`src/rtl/divider_pkg.sv`:
```
// -----------------------------------------------------------------------------
// divider_pkg
// Shared definitions for the sequential divider: FSM state encoding, state
// register width and the default operand widths used by seq_divider.
// -----------------------------------------------------------------------------
package divider_pkg;

  // Width of the divider FSM state register.
  localparam int STATE_W = 2;

  // Default dividend/quotient width (N) and divisor/remainder width (M).
  localparam int DEFAULT_DIVIDEND_W = 16;
  localparam int DEFAULT_DIVISOR_W  = 8;

  // IDLE waits for req, RUN performs N iterations, FINALISE publishes results.
  typedef enum logic [STATE_W-1:0] {
    IDLE     = 2'd0,
    RUN      = 2'd1,
    FINALISE = 2'd2
  } state_e;

endpackage

```
`src/rtl/div_step.sv`:
```
// -----------------------------------------------------------------------------
// div_step
// One combinational non-restoring division iteration.
//
// Ports:
//   p_i    [M:0]   partial remainder (two's complement, MSB is the sign)
//   bit_i          next dividend bit shifted into the partial remainder
//   d_i    [M-1:0] divisor magnitude
//   p_o    [M:0]   new partial remainder
//   q_o            new quotient bit (inverted sign of p_o)
//
// The shifted value 2*p+bit can exceed M+1 signed bits, but the result of the
// add/subtract always lies in [-d, d), so wrapping arithmetic in M+1 bits
// yields the exact partial remainder.
// -----------------------------------------------------------------------------
module div_step #(
  parameter int M = 8
) (
  input  logic [M:0]   p_i,
  input  logic         bit_i,
  input  logic [M-1:0] d_i,
  output logic [M:0]   p_o,
  output logic         q_o
);

  logic [M:0] shifted_s;
  logic [M:0] d_ext_s;

  assign shifted_s = {p_i[M-1:0], bit_i};
  assign d_ext_s   = {1'b0, d_i};

  // Negative partial remainder restores by adding, otherwise subtract.
  always_comb begin
    p_o = shifted_s;
    if (p_i[M]) begin
      p_o = shifted_s + d_ext_s;
    end else begin
      p_o = shifted_s - d_ext_s;
    end
  end

  assign q_o = ~p_o[M];

endmodule

```
`src/rtl/seq_divider.sv`:
```
// -----------------------------------------------------------------------------
// seq_divider
// Sequential non-restoring divider, N-bit dividend / M-bit divisor, with a
// req/ack handshake. Latency from the accept edge to ack is N+1 cycles, or
// 1 cycle for divide-by-zero. All outputs are registered.
//
// Build option: define DIVIDER_SIGNED_EN to add the signed_op input and
// two's complement division (truncation toward zero, remainder carries the
// dividend's sign). Without it the divider is unsigned only.
//
// Ports:
//   clk          rising-edge clock
//   reset_n      asynchronous active-low reset
//   req          start request, sampled only in IDLE
//   dividend     [N-1:0] captured on accepted req
//   divisor      [M-1:0] captured on accepted req
//   signed_op    (DIVIDER_SIGNED_EN only) captured on accepted req
//   busy         high from accept edge until ack edge
//   ack          one-cycle pulse, results valid from this cycle
//   quotient     [N-1:0] result, held until next ack
//   remainder    [M-1:0] result, held until next ack
//   div_by_zero  divide-by-zero flag for the last result
// -----------------------------------------------------------------------------
module seq_divider
  import divider_pkg::*;
#(
  parameter int DIVIDEND_W = DEFAULT_DIVIDEND_W,
  parameter int DIVISOR_W  = DEFAULT_DIVISOR_W
) (
  input  logic                  clk,
  input  logic                  reset_n,
  input  logic                  req,
  input  logic [DIVIDEND_W-1:0] dividend,
  input  logic [DIVISOR_W-1:0]  divisor,
`ifdef DIVIDER_SIGNED_EN
  input  logic                  signed_op,
`endif
  output logic                  busy,
  output logic                  ack,
  output logic [DIVIDEND_W-1:0] quotient,
  output logic [DIVISOR_W-1:0]  remainder,
  output logic                  div_by_zero
);

  localparam int N     = DIVIDEND_W;
  localparam int M     = DIVISOR_W;
  localparam int CNT_W = $clog2(N);
  localparam logic [CNT_W-1:0] LAST_CNT = CNT_W'(N - 1);

  state_e         state_q, state_d;
  logic [M:0]     p_q, p_d;       // partial remainder
  logic [N-1:0]   q_q, q_d;       // dividend bits out of the MSB, quotient bits in at the LSB
  logic [M-1:0]   d_q, d_d;       // divisor magnitude
  logic [CNT_W-1:0] cnt_q, cnt_d;
  logic           busy_q, busy_d;
  logic           ack_q, ack_d;
  logic [N-1:0]   quot_q, quot_d;
  logic [M-1:0]   rem_q, rem_d;
  logic           dbz_q, dbz_d;

  logic [N-1:0]   dividend_mag_s;
  logic [M-1:0]   divisor_mag_s;
  logic [M:0]     step_p_s;
  logic           step_q_s;
  logic [M-1:0]   rem_raw_s;
  logic [N-1:0]   quot_res_s;
  logic [M-1:0]   rem_res_s;

  div_step #(.M(M)) u_step (
    .p_i   (p_q),
    .bit_i (q_q[N-1]),
    .d_i   (d_q),
    .p_o   (step_p_s),
    .q_o   (step_q_s)
  );

  // Final remainder correction; M-bit wrap is exact since the result is in [0, d).
  always_comb begin
    rem_raw_s = p_q[M-1:0];
    if (p_q[M]) begin
      rem_raw_s = p_q[M-1:0] + d_q;
    end else begin
      rem_raw_s = p_q[M-1:0];
    end
  end

`ifdef DIVIDER_SIGNED_EN
  logic a_neg_s, b_neg_s;
  logic neg_q_q, neg_q_d;   // negate quotient in FINALISE
  logic neg_r_q, neg_r_d;   // negate remainder in FINALISE

  assign a_neg_s = signed_op & dividend[N-1];
  assign b_neg_s = signed_op & divisor[M-1];

  // Operand magnitudes; the most-negative value maps onto itself as unsigned.
  always_comb begin
    dividend_mag_s = dividend;
    divisor_mag_s  = divisor;
    if (a_neg_s) begin
      dividend_mag_s = -dividend;
    end else begin
      dividend_mag_s = dividend;
    end
    if (b_neg_s) begin
      divisor_mag_s = -divisor;
    end else begin
      divisor_mag_s = divisor;
    end
  end

  // Capture the result sign fixes together with the operands.
  always_comb begin
    neg_q_d = neg_q_q;
    neg_r_d = neg_r_q;
    if ((state_q == IDLE) && req) begin
      neg_q_d = a_neg_s ^ b_neg_s;
      neg_r_d = a_neg_s;
    end else begin
      neg_q_d = neg_q_q;
      neg_r_d = neg_r_q;
    end
  end

  // Sign-fix flag registers.
  always_ff @(posedge clk or negedge reset_n) begin
    if (!reset_n) begin
      neg_q_q <= 1'b0;
      neg_r_q <= 1'b0;
    end else begin
      neg_q_q <= neg_q_d;
      neg_r_q <= neg_r_d;
    end
  end

  assign quot_res_s = neg_q_q ? -q_q : q_q;
  assign rem_res_s  = neg_r_q ? -rem_raw_s : rem_raw_s;
`else
  assign dividend_mag_s = dividend;
  assign divisor_mag_s  = divisor;
  assign quot_res_s     = q_q;
  assign rem_res_s      = rem_raw_s;
`endif

  // Next-state and datapath/output update logic.
  always_comb begin
    state_d = state_q;
    p_d     = p_q;
    q_d     = q_q;
    d_d     = d_q;
    cnt_d   = cnt_q;
    busy_d  = busy_q;
    ack_d   = 1'b0;
    quot_d  = quot_q;
    rem_d   = rem_q;
    dbz_d   = dbz_q;
    case (state_q)
      IDLE: begin
        if (req) begin
          p_d    = '0;
          q_d    = dividend_mag_s;
          d_d    = divisor_mag_s;
          cnt_d  = '0;
          busy_d = 1'b1;
          if (divisor == '0) begin
            state_d = FINALISE;
          end else begin
            state_d = RUN;
          end
        end else begin
          state_d = IDLE;
        end
      end
      RUN: begin
        p_d   = step_p_s;
        q_d   = {q_q[N-2:0], step_q_s};
        cnt_d = cnt_q + CNT_W'(1);
        if (cnt_q == LAST_CNT) begin
          state_d = FINALISE;
        end else begin
          state_d = RUN;
        end
      end
      FINALISE: begin
        busy_d  = 1'b0;
        ack_d   = 1'b1;
        state_d = IDLE;
        // A zero divisor magnitude means the captured divisor was zero.
        if (d_q == '0) begin
          quot_d = '1;
          rem_d  = '0;
          dbz_d  = 1'b1;
        end else begin
          quot_d = quot_res_s;
          rem_d  = rem_res_s;
          dbz_d  = 1'b0;
        end
      end
      default: begin
        state_d = IDLE;
        busy_d  = 1'b0;
      end
    endcase
  end

  // State, datapath and registered output flops.
  always_ff @(posedge clk or negedge reset_n) begin
    if (!reset_n) begin
      state_q <= IDLE;
      p_q     <= '0;
      q_q     <= '0;
      d_q     <= '0;
      cnt_q   <= '0;
      busy_q  <= 1'b0;
      ack_q   <= 1'b0;
      quot_q  <= '0;
      rem_q   <= '0;
      dbz_q   <= 1'b0;
    end else begin
      state_q <= state_d;
      p_q     <= p_d;
      q_q     <= q_d;
      d_q     <= d_d;
      cnt_q   <= cnt_d;
      busy_q  <= busy_d;
      ack_q   <= ack_d;
      quot_q  <= quot_d;
      rem_q   <= rem_d;
      dbz_q   <= dbz_d;
    end
  end

  assign busy        = busy_q;
  assign ack         = ack_q;
  assign quotient    = quot_q;
  assign remainder   = rem_q;
  assign div_by_zero = dbz_q;

endmodule

```
`config.mk`:
```
export PLATFORM = sky130hd
export DESIGN_NAME = seq_divider
export DESIGN_NICKNAME = d
export VERILOG_FILES = /design/src/rtl/divider_pkg.sv /design/src/rtl/div_step.sv /design/src/rtl/seq_divider.sv
export SDC_FILE = /design/constraint.sdc
export NUM_CORES = 1
export LEC_CHECK = 0
export CAP_MARGIN = 20
export CORE_AREA = 4 4 90 92
export DETAILED_ROUTE_END_ITERATION = 10
export DIE_AREA = 0 0 94 96
export MAX_ROUTING_LAYER = met4
export PLACE_DENSITY = 0.7
export SETUP_SLACK_MARGIN = 0.1
export SLEW_MARGIN = 5
export SYNTH_ARGS = -nofsm -noshare
export SYNTH_HDL_FRONTEND = slang
export SYNTH_HIERARCHICAL = 1
export SYNTH_SLANG_ARGS = --single-unit
```
`constraint.sdc`:
```
create_clock -name clk -period 6.75 [get_ports clk]
set_input_delay 1.35 -clock clk [delete_from_list [all_inputs] [get_ports clk]]
set_output_delay 1.35 -clock clk [all_outputs]
set_load 0.01 [all_outputs]
```
# Yosys cells after proc, flatten, opt, wreduce, memory -nomap -nowiden
# Index checks and enable logic that the tools add are counted.
[word_totals]
ff_bits = 66
latchBits = 0
ram_bits = 0
rom_bits = 0
inputBits = 27
wordCells = 45
memories = 0
[op_classes]
add_sub_neg = 4
mul = 0
n_div = 0
order_cmp = 0
eq_ne = 4
shifts = 0
mux = 18
n_bitwise = 2
reduce_logical = 7
[op_table]
columns = ["op", "count"]
rows = [
  ["$mux 16", 2],
  ["$pmux 16 s2", 1],
  ["$mux 9", 2],
  ["$pmux 9 s2", 1],
  ["$logic_not 8->1", 2],
  ["$mux 8", 2],
  ["$add 9x8->9", 1],
  ["$sub 9x8->9", 1],
  ["$add 8x8->8", 1],
  ["$pmux 4 s2", 1],
  ["$mux 2", 3],
  ["$reduce_and 2->1", 3],
  ["$add 4x1->4 const B", 1],
  ["$eq 4x4->1 const B", 1],
  ["$mux 4", 1],
  ["$pmux 2 s2", 1],
  ["$mux 1", 3],
  ["$eq 2x1->1 const B", 1],
  ["$eq 2x2->1 const B", 1],
  ["$logic_not 2->1", 1],
  ["$ne 2x2->1 const B", 1],
  ["$not 1->1", 2],
  ["$pmux 1 s2", 1],
  ["$reduce_bool 2->1", 1],
]

# Longest topological paths before layout
# Gate-level depths: netlist of the first run.
[depth]
depth_word = 4
depth_mapped = 12

# Hierarchy
# The synthesis of the first run kept the hierarchy.
[by_module_without_submodules]
columns = ["module", "instances", "cells_per_inst", "area_per_inst_um2"]
rows = [
  ["seq_divider", 1, 304, 2991.6],
  ["div_step", 1, 73, 544.3],
]

# Worst setup path after synthesis of the first run
# Ideal clock, no wire load.
[synth_timing]
kind = "input to register"
from = "input port req"
to = "register p_q[6]"
setup_time_ns = 0.136
arrival_time_ns = 2.330
required_time_ns = 6.614
setup_slack_ns = 4.284
stages = 5
n_path_buf = 2
path_cell_list = "nor2b_1 -> nor2b_1 -> buf_2 -> buf_1 -> o21ai_0"
[synth_between]
elab_chain_len = 2
[synth_rtl]
columns = ["item", "line_no", "text"]
rows = [
  ["start: declaration", "seq_divider.sv:32", "input logic req,"],
  ["$ne 2x2->1 (no line)", "--", ""],
  ["$reduce_and 2->1 (no line)", "--", ""],
  ["end signal: assignment", "seq_divider.sv:220", "p_q <= p_d;"],
  ["end: declaration", "seq_divider.sv:51", "logic [M:0] p_q, p_d;"],
]
# Every way passes these cells.
# A chain may end at the register's enable or synchronous reset.

# Worst setup path after layout of the first run
[layout_timing]
from = "register d_q[0]"
to = "register q_q[0]"
[layout_between]
elab_chain_len = 4
word_cells_on_any_way = 5
[layout_rtl]
columns = ["item", "line_no", "text"]
rows = [
  ["start: declaration", "seq_divider.sv:53", "logic [M-1:0] d_q, d_d;"],
  ["start signal: assignment", "seq_divider.sv:211", "d_q <= '0;"],
  ["start signal: assignment", "seq_divider.sv:222", "d_q <= d_d;"],
  ["$sub 9x8->9 or $add 9x8->9 (tied branches)", "div_step.sv:38, div_step.sv:36", ""],
  ["$mux 9 *", "div_step.sv:35", "if (p_i[M]) begin"],
  ["$not 1->1 *", "div_step.sv:42", "assign q_o = ~p_o[M];"],
  ["via step_q_s", "seq_divider.sv:64", "logic step_q_s;"],
  ["$pmux 16 s2 *", "seq_divider.sv:156", "case (state_q)"],
  ["end signal: assignment", "seq_divider.sv:221", "q_q <= q_d;"],
  ["end: declaration", "seq_divider.sv:52", "logic [N-1:0] q_q, q_d;"],
]
# Mark *: on every way through the listed nets, which the timed path passes. The rest lies on a longest branch.

==> results of run 1 <==
==> per-layer routing <==
layer | share of wire | global-route usage
met1 | 0.47 | 0.264
met2 | 0.48 | 0.319
met3 | 0.046 | 0.0328
met4 | 0.0044 | 0.0698
met5 | 0 | -
==> tightest hold or removal path, cell delays in order, from the launching register on <==
cell and delay (ns):
dfrtp_1 0.34, nand2_1 0.05, o21ai_0 0.06
==> through the flow <==
| stage | total power [mW] | cell area (µm²) | util | hold WS [ns] |
|---|---|---|---|---|
| finish | 2.65 | 4340 | 0.602 | 0.479 |
| detailed placement | 2.28 | 4130 | 0.572 | 0.470 |
| CTS | 2.66 | 4340 | 0.602 | 0.486 |
| global route | 2.90 | 4340 | 0.602 | 0.511 |
| global placement | 2.24 | 4130 | 0.572 | 0.460 |
| floorplan | 1.86 | 3540 | - | 0.458 |
==> cells by family (layout without fill, tap and decap cells) <==
kind of cell | count (synthesis) | after routing | synth area share
and+or+nand+nor | 143 | 143 | 0.186
AOI/OAI and AO/OA | 98 | 98 | 0.185
DFF | 66 | 66 | 0.467
buffers and inverters | 30 | 84 | 0.0361
adders and majority gates | 19 | 19 | 0.0715
xor gates and xnor gates | 15 | 15 | 0.0372
muxes | 6 | 6 | 0.0173
==> layout by cell type (no fill, tap or decap), types with 4 or more instances in the layout <==
master / n
mux2i_1: 5
clkdlybuf4s50_1: 52
o21ai_0: 30
nor3b_1: 4
nand2_1: 79
nand2b_1: 4
inv_1: 11
nor2b_1: 5
a22oi_1: 11
a21oi_1: 14
o22ai_1: 7
ha_1: 17
xnor2_1: 9
o22a_1: 16
dfrtp_1: 66
clkbuf_8: 9
nand3_1: 5
o21a_1: 4
nor2_1: 28
nor4_1: 4
xor2_1: 6
==> final timing paths <==
path	endpoint	slack [ns]	cells after the start
worst max-delay path	q_q[0]$_DFFE_PN0P_	3.94	11
worst min-delay path	remainder[4]$_DFFE_PN0P_	0.48	2
worst max register to register	q_q[0]$_DFFE_PN0P_	3.94	11
worst min register to register	remainder[4]$_DFFE_PN0P_	0.48	2
max in group asynchronous	remainder[2]$_DFFE_PN0P_	5.01	2
min in group asynchronous	p_q[4]$_DFFE_PN0P_	1.17	2
==> area by class of cell <==
| cell class | instances | area, µm² | area share |
|---|---|---|---|
| sequential | 66 | 1650 | 0.380 |
| tap | 99 | 124 | 0.0285 |
| clock inverter | 6 | 90.1 | 0.0207 |
| inverter | 12 | 45.0 | 0.0104 |
| multi-input combinational | 281 | 1760 | 0.404 |
| timing repair buffer | 56 | 548 | 0.126 |
| clock buffer | 10 | 128 | 0.0294 |
==> power by group <==
part / internal (mW) / switching [mW]
Combinational: 0.741 / 0.734
Clock: 0.209 / 0.157
Sequential: 0.596 / 0.210
==> sequential cells by signal, indices dropped and copies added, names as in the netlist <==
register,count
q_q,16
p_q,9
quotient,16
ack,1
cnt_q,4
d_q,8
div_by_zero,1
remainder,8
busy,1
state_q,2
==> impl_metrics.tcl, run 1 <==
set metrics [dict create \
    yosys_warnings 6 \
    start_util 0.490 \
    status "finished, final reports clean" \
    cts-htree-levels 3 \
    postCtsSetupBuffers 0 \
    critPathMaxStageDelay_ns 0.53 \
    ys_async_sr_fraction 1.00 \
    worst_ep_arrival_time_ns 3.04 \
    peakVddDrop_v 0.000247 \
    synthToLayoutAreaGrowth_pct 22.8 \
    drt.antenna.violating_nets 0 \
    skew_ns 0.00588 \
    grt_pass1_vias 2897 \
    routed-via-count 2862 \
    fillers 644 \
    yosysUniqueCellTypes 47 \
    syn_area_um2 3540 \
    drc 0 \
    syn-mean-instance-area_um2 9.38 \
    yosysTopAreaCell "dfrtp_1" \
    routabilityCongestion 0.836 \
    cap_viol_max_count 0 \
    layout_setup_ws_ns 3.94 \
    dieHeight_um 96 \
    numCtsBuffers 9 \
    tns_ns 0 \
    die-area_um2 9020 \
    holdBufCountCts 0 \
    hp-class "register to register" \
    drt_pass1_iterations 4 \
    cp-end-kind "register" \
    maxSlewViolCount 0 \
    diodes 0 \
    post-synth-top-count-cell "nand2_1" \
    layout-drive-gt1-share 0.0626 \
    io_buffer_count 53 \
    crit_family "simple AND/OR/NAND/NOR gates" \
    via_per_inst 5.40 \
    die_x_um 94 \
    min_period_ns 2.81 \
    power.density_nw_per_um2 610 \
    synth_common_cells "nand2_1, dfrtp_1, o21ai_0, nor2_1, ha_1" \
    crit_buf_inv 1 \
    cp.required_ns 6.98 \
    slew_headroom 0.445 \
    place_hpwl_um 5770 \
    hold_viol 0 \
    worstMarginPinSlew_ns 0.833 \
    post-route-period-util 0.416 \
    grt_usage 0.201 \
    antenna_found_initial 0 \
    start_kind "register" \
    instances_no_fill 530 \
    wl_um 8270 \
    syn_nets 423 \
    cts_root_buf "clkbuf_8" \
    clk_pin_slew_ns 0.07 \
    slowest_stage "or4_1" \
    synth_area_leaders "dfrtp_1, nand2_1, ha_1" \
    synth_cells 377 \
    clock_path_buffers 2 \
    grt_pass1_wl_um 13800 \
    cts_tree "done" \
    ys_seq_area_frac 0.467 \
    place_ws_ns 3.76 \
    crit_chain "inv_1, ha_1, nor4b_2, a21oi_1, xor2_1, ha_1, or4_1, o22ai_2, xnor2_1, o22ai_1, nor2_1" \
    p_leak_nw 1.91 \
    path_class "register to register" \
    crit_fanout 7 \
    path_common_cell "ha_1" \
    synth_ff_type "dfrtp_1" \
    reg2reg_from "d_q[0]$_DFFE_PN0P_" \
    worstHoldStart "remainder[4]$_DFFE_PN0P_" \
    rsz0062_at_grt "no" \
    yosys_register_bits 66 \
    synth_edf_count 0 \
    setup_viol 0 \
    cp-startpoint "d_q[0]$_DFFE_PN0P_" \
    rows 31 \
    wl_per_cell_um 15.6 \
    grt_max_degree 67 \
    dp_cells 514 \
    clock_latency_ns 0.34 \
    clock-sinks 66 \
    core_area_um2 7210 \
    io_pins 54 \
    cts.repair.resized 0 \
    grt_remaining_overflow 0 \
    drtIter0Drc 174 \
    nets 472 \
    max_freq_ghz 0.356 \
    yosysTopAreaCellShare 0.467 \
]
Note: power is estimated with default switching activity, not from simulation.
==> run 2: changes to the inputs <==
==> constraint.sdc (replaced) <==
create_clock -name clk -period 2.8 [get_ports clk]
set_input_delay 0.56 -clock clk [delete_from_list [all_inputs] [get_ports clk]]
set_output_delay 0.56 -clock clk [all_outputs]
set_load 0.01 [all_outputs]
==> run 2 against run 1 <==
Compared with the run above:
- die area did not move
- clock power rose to 2.7 times the previous value
- global-route usage increased by 0.40 points
- cell area increased by 3.3%
- total power increased to 2.5 times the previous value
- register-to-register slack got worse by 3.7 ns
- setup slack got worse by 3.7 ns
- utilization up 2.0 points
==> impl_metrics.tcl, run 2 (synthesized netlist as in run 1, its figures left out) <==
set metrics [dict create \
    max_freq_ghz 0.389 \
    top_layer "met4" \
    wl_met2_um 4040 \
    p_sw_mw 2.78 \
    rows 31 \
    nets 480 \
    grt_remaining_overflow 0 \
    clock_latency_ns 0.34 \
    cts-htree-levels 3 \
    grt_max_degree 48 \
    antenna_found_initial 0 \
    worst_ep_arrival_time_ns 2.80 \
    numCtsBuffers 9 \
    clock-sinks 66 \
    reg2reg_from "d_q[1]$_DFFE_PN0P_" \
    core_area_um2 7210 \
    final_cell_mix "nand2_1, dfrtp_1, clkdlybuf4s50_1" \
    start_util 0.490 \
    skew_ns 0.00848 \
    grt_pass1_wl_um 14000 \
    final_common_cell "nand2_1" \
    routed-via-count 2955 \
    cap_viol_max_count 0 \
    fin_util 0.622 \
    dp_cells 518 \
    p_leak_nw 1.97 \
    routabilityCongestion 0.948 \
    instances_no_fill 538 \
    grt_pass1_vias 2814 \
    layout_setup_ws_ns 0.229 \
    layout-drive-gt1-share 0.103 \
    slew_headroom 0.451 \
    wl_per_cell_um 16.0 \
    seq_area_um2 1660 \
    rrSetupSlack_ns 0.23 \
    drt_pass1_iterations 7 \
    via_per_inst 5.49 \
    clk_pin_slew_ns 0.07 \
    place_ws_ns 0.120 \
    status "finished, final reports clean" \
    grt_usage 0.205 \
    wl_met1_um 4030 \
    internal_power_mw 3.95 \
    setup_viol 0 \
    start_kind "register" \
    rsz0062_at_grt "no" \
    fillers 624 \
    path_class "register to register" \
    diodes 0 \
    multiInputGateArea_um2 1790 \
    peakVddDrop_v 0.000580 \
    drt.antenna.violating_nets 0 \
    hold_viol 0 \
    wl_met3_um 464 \
    cts_root_buf "clkbuf_8" \
    clock_path_buffers 2 \
    hp-class "input pin to async pin" \
    wl_um 8600 \
    io_pins 54 \
    swShare 0.413 \
    comb_power_share 0.570 \
    dieHeight_um 96 \
    min_period_ns 2.57 \
    ff2ff_path_depth 11 \
    p_seq_frac 0.282 \
    crit_fanout 7 \
    worstMarginPinSlew_ns 0.820 \
    io_buffer_count 53 \
    power.density_nw_per_um2 1500 \
    drtIter0Drc 117 \
    pwr-share-clk 0.148 \
    r2r-end "q_q[0]$_DFFE_PN0P_" \
    post-route-period-util 0.918 \
    die_x_um 94 \
    cts_tree "done" \
    die-area_um2 9020 \
    cp-startpoint "d_q[1]$_DFFE_PN0P_" \
    place_hpwl_um 6160 \
    crit_end "q_q[0]$_DFFE_PN0P_" \
    holdBufCountCts 0 \
    drc 0 \
    cp-end-kind "register" \
    tns_ns 0 \
    synthToLayoutAreaGrowth_pct 26.9 \
    cp.required_ns 3.02 \
    maxSlewViolCount 0 \
]
[run 2: per-layer routing]
metal	vias to the layer above	track usage
met3	9	0.0344
li1	1434	-
met1	1423	0.288
met4	0	0.0734
met2	89	0.303
met5	-	-
[run 2: worst min-delay path by stage]
stage	startpoint	to	slack, ns	cells after the start
6_report	reset_n	p_q[3]$_DFFE_PN0P_	0.18	1
5_1_grt	reset_n	p_q[3]$_DFFE_PN0P_	0.21	1
4_1_cts	reset_n	p_q[2]$_DFFE_PN0P_	0.18	1
3_5_place_dp	remainder[4]$_DFFE_PN0P_	remainder[4]$_DFFE_PN0P_	0.47	2
3_3_place_gp	remainder[3]$_DFFE_PN0P_	remainder[3]$_DFFE_PN0P_	0.46	2
2_1_floorplan	reset_n	ack$_DFF_PN0_	0.26	0
[run 2: area by class of cell]
class / count / share of cell area
inverters: 12 / 0.0100
clock buffers: 10 / 0.0307
clock inverters: 6 / 0.0251
flip-flops and latches: 66 / 0.369
well taps: 99 / 0.0276
multi-input cells: 281 / 0.399
repair buffers: 64 / 0.138
[run 2: power groups by stage]
stage | clock network (mW) | logic, mW | registers [mW]
after floorplan | 0 | 2.62 | 1.86
after global placement | 0 | 3.58 | 1.88
after detailed placement | 0 | 3.69 | 1.90
after CTS | 1.03 | 3.70 | 1.88
after global routing | 1.06 | 4.30 | 1.96
final | 0.998 | 3.83 | 1.90
[run 2: worst max-delay path, cell delays in order (launching register included)]
cell and delay, ns:
dfrtp_2 0.44, inv_1 0.07, ha_2 0.19, nor4b_4 0.24
a21oi_2 0.09, xor2_1 0.16, ha_2 0.21, or4_1 0.53
o22ai_2 0.19, xnor2_1 0.10, o22ai_1 0.17, nor2_1 0.07
[run 2: what timing repair did]
action                                  CTS  global route
gates resized for setup                   1            13
pin swaps                                 0             2
setup buffers                             0             4
endpoints found under the setup margin    1             3
[run 2: metrics by stage]
stage / hold WS, ns / power, mW / cell area (µm²)
floorplan: 0.264 / 4.48 / 3540
global placement: 0.465 / 5.45 / 4170
detailed placement: 0.469 / 5.59 / 4170
CTS: 0.179 / 6.61 / 4420
global route: 0.207 / 7.33 / 4490
finish: 0.185 / 6.73 / 4490
==> run 3: changes to the inputs <==
==> constraint.sdc (replaced) <==
create_clock -name clk -period 3.3 [get_ports clk]
set_input_delay 0.66 -clock clk [delete_from_list [all_inputs] [get_ports clk]]
set_output_delay 0.66 -clock clk [all_outputs]
set_load 0.01 [all_outputs]
==> run 3 against run 2 <==
Compared with the run above:
- cell area is 3.1% lower
- combinational power is 18% lower
- largest cell class unchanged
- critical path type unchanged
- total power shrank 19%
- critical path depth is 1 lower
- global-route usage down 0.18 points
- highest routed layer unchanged
- sequential power down 16%
- sequential cell count unchanged
==> impl_metrics.tcl, run 3 (synthesized netlist as in run 1, its figures left out) <==
set metrics [dict create \
    die_x_um 94 \
    tns_ns 0 \
    final_common_cell "nand2_1" \
    cp-end-kind "register" \
    rsz0062_at_grt "no" \
    holdBufCountCts 0 \
    via_per_inst 5.49 \
    power.density_nw_per_um2 1250 \
    crit_fanout 7 \
    grt_pass1_wl_um 13700 \
    io_pins 54 \
    final_cell_mix "nand2_1, dfrtp_1, clkdlybuf4s50_1" \
    grt_max_degree 33 \
    cts_root_buf "clkbuf_8" \
    diodes 0 \
    ff2ff_path_depth 10 \
    drt_pass1_iterations 4 \
    start_kind "register" \
    clock_path_buffers 2 \
    slowest_stage "or4_1" \
    post-route-period-util 0.829 \
    synthToLayoutAreaGrowth_pct 23.0 \
    rows 31 \
    hold_viol 0 \
    worstMarginPinSlew_ns 0.817 \
    clock-sinks 66 \
    core_area_um2 7210 \
    worst_ep_arrival_time_ns 2.96 \
    routabilityCongestion 0.992 \
    wl_per_cell_um 16.0 \
    max_freq_ghz 0.365 \
    p_leak_nw 1.92 \
    final_cell_area_um2 4350 \
    numCtsBuffers 9 \
    drtIter0Drc 217 \
    maxSlewViolCount 0 \
    layout_setup_ws_ns 0.564 \
    cts.repair.resized 0 \
    path_class "register to register" \
    setup_viol 0 \
    dieHeight_um 96 \
    clock_latency_ns 0.34 \
    dpl_cell_area_um2 4150 \
    routed-via-count 2925 \
    skew_ns 0.00791 \
    drc 0 \
    crit_family "simple AND/OR/NAND/NOR gates" \
    drt.antenna.violating_nets 0 \
    peakVddDrop_v 0.000514 \
    io_buffer_count 53 \
    start_util 0.490 \
    place_hpwl_um 6120 \
    crit_buf_inv 0 \
    place_ws_ns 0.617 \
    fin_util 0.603 \
    die-area_um2 9020 \
    cp.required_ns 3.52 \
    layout-drive-gt1-share 0.0714 \
    wl_um 8530 \
    cap_viol_max_count 0 \
    path_common_cell "nor2_1" \
    antenna_found_initial 0 \
    nets 475 \
    hp-class "input pin to async pin" \
    min_period_ns 2.74 \
    reg2reg_from "d_q[2]$_DFFE_PN0P_" \
    cts_tree "done" \
    r2r-end "q_q[0]$_DFFE_PN0P_" \
    slew_headroom 0.455 \
    crit_chain "nor2_1, nor4b_1, nor2_1, xnor2_1, ha_1, or4_1, o22ai_2, xnor2_1, o22ai_1, nor2_1" \
    critPathMaxStageDelay_ns 0.52 \
    cts-htree-levels 3 \
    rrSetupSlack_ns 0.56 \
    clk_pin_slew_ns 0.08 \
    postCtsSetupBuffers 0 \
    grt_usage 0.204 \
    status "finished, final reports clean" \
    grt_remaining_overflow 0 \
    grt_pass1_vias 2794 \
]
-- run 3: final cells by class --
type,instances,area (µm²)
multi-input cells,281,1760
repair buffers,59,571
fillers,635,2860
clock inverters,6,65.1
clock buffers,10,138
flip-flops and latches,66,1650
well taps,99,124
inverters,12,45.0
-- run 3: power breakdown --
group,internal [mW],switching (mW),leakage [nW]
clock network,0.371,0.331,0.103
logic,1.53,1.60,1.01
registers,1.22,0.375,0.806
-- run 3: worst max-delay path by stage --
stage          cells past startpoint                from                  to
3_3_place_gp                      11  d_q[0]$_DFFE_PN0P_  q_q[0]$_DFFE_PN0P_
2_1_floorplan                     11  d_q[0]$_DFFE_PN0P_  q_q[0]$_DFFE_PN0P_
3_5_place_dp                      11  d_q[0]$_DFFE_PN0P_  q_q[0]$_DFFE_PN0P_
4_1_cts                           10  d_q[2]$_DFFE_PN0P_  q_q[0]$_DFFE_PN0P_
5_1_grt                           11  d_q[2]$_DFFE_PN0P_  q_q[0]$_DFFE_PN0P_
6_report                          10  d_q[2]$_DFFE_PN0P_  q_q[0]$_DFFE_PN0P_
-- run 3: metal layers --
layer  vias to the layer above  wire, µm  track usage
met5                         -         0            -
met4                         0        83       0.0698
met3                        10       376       0.0438
met2                        65      4120        0.312
met1                      1421      3950        0.270
li1                       1429         -            -
-- run 3: metrics by stage --
stage,hold WS (ns),total power [mW],instances
6_report,0.258,5.44,533
5_1_grt,0.274,5.90,533
4_1_cts,0.270,5.44,533
3_5_place_dp,0.477,4.73,517
3_3_place_gp,0.463,4.63,517
2_1_floorplan,0.364,3.80,377
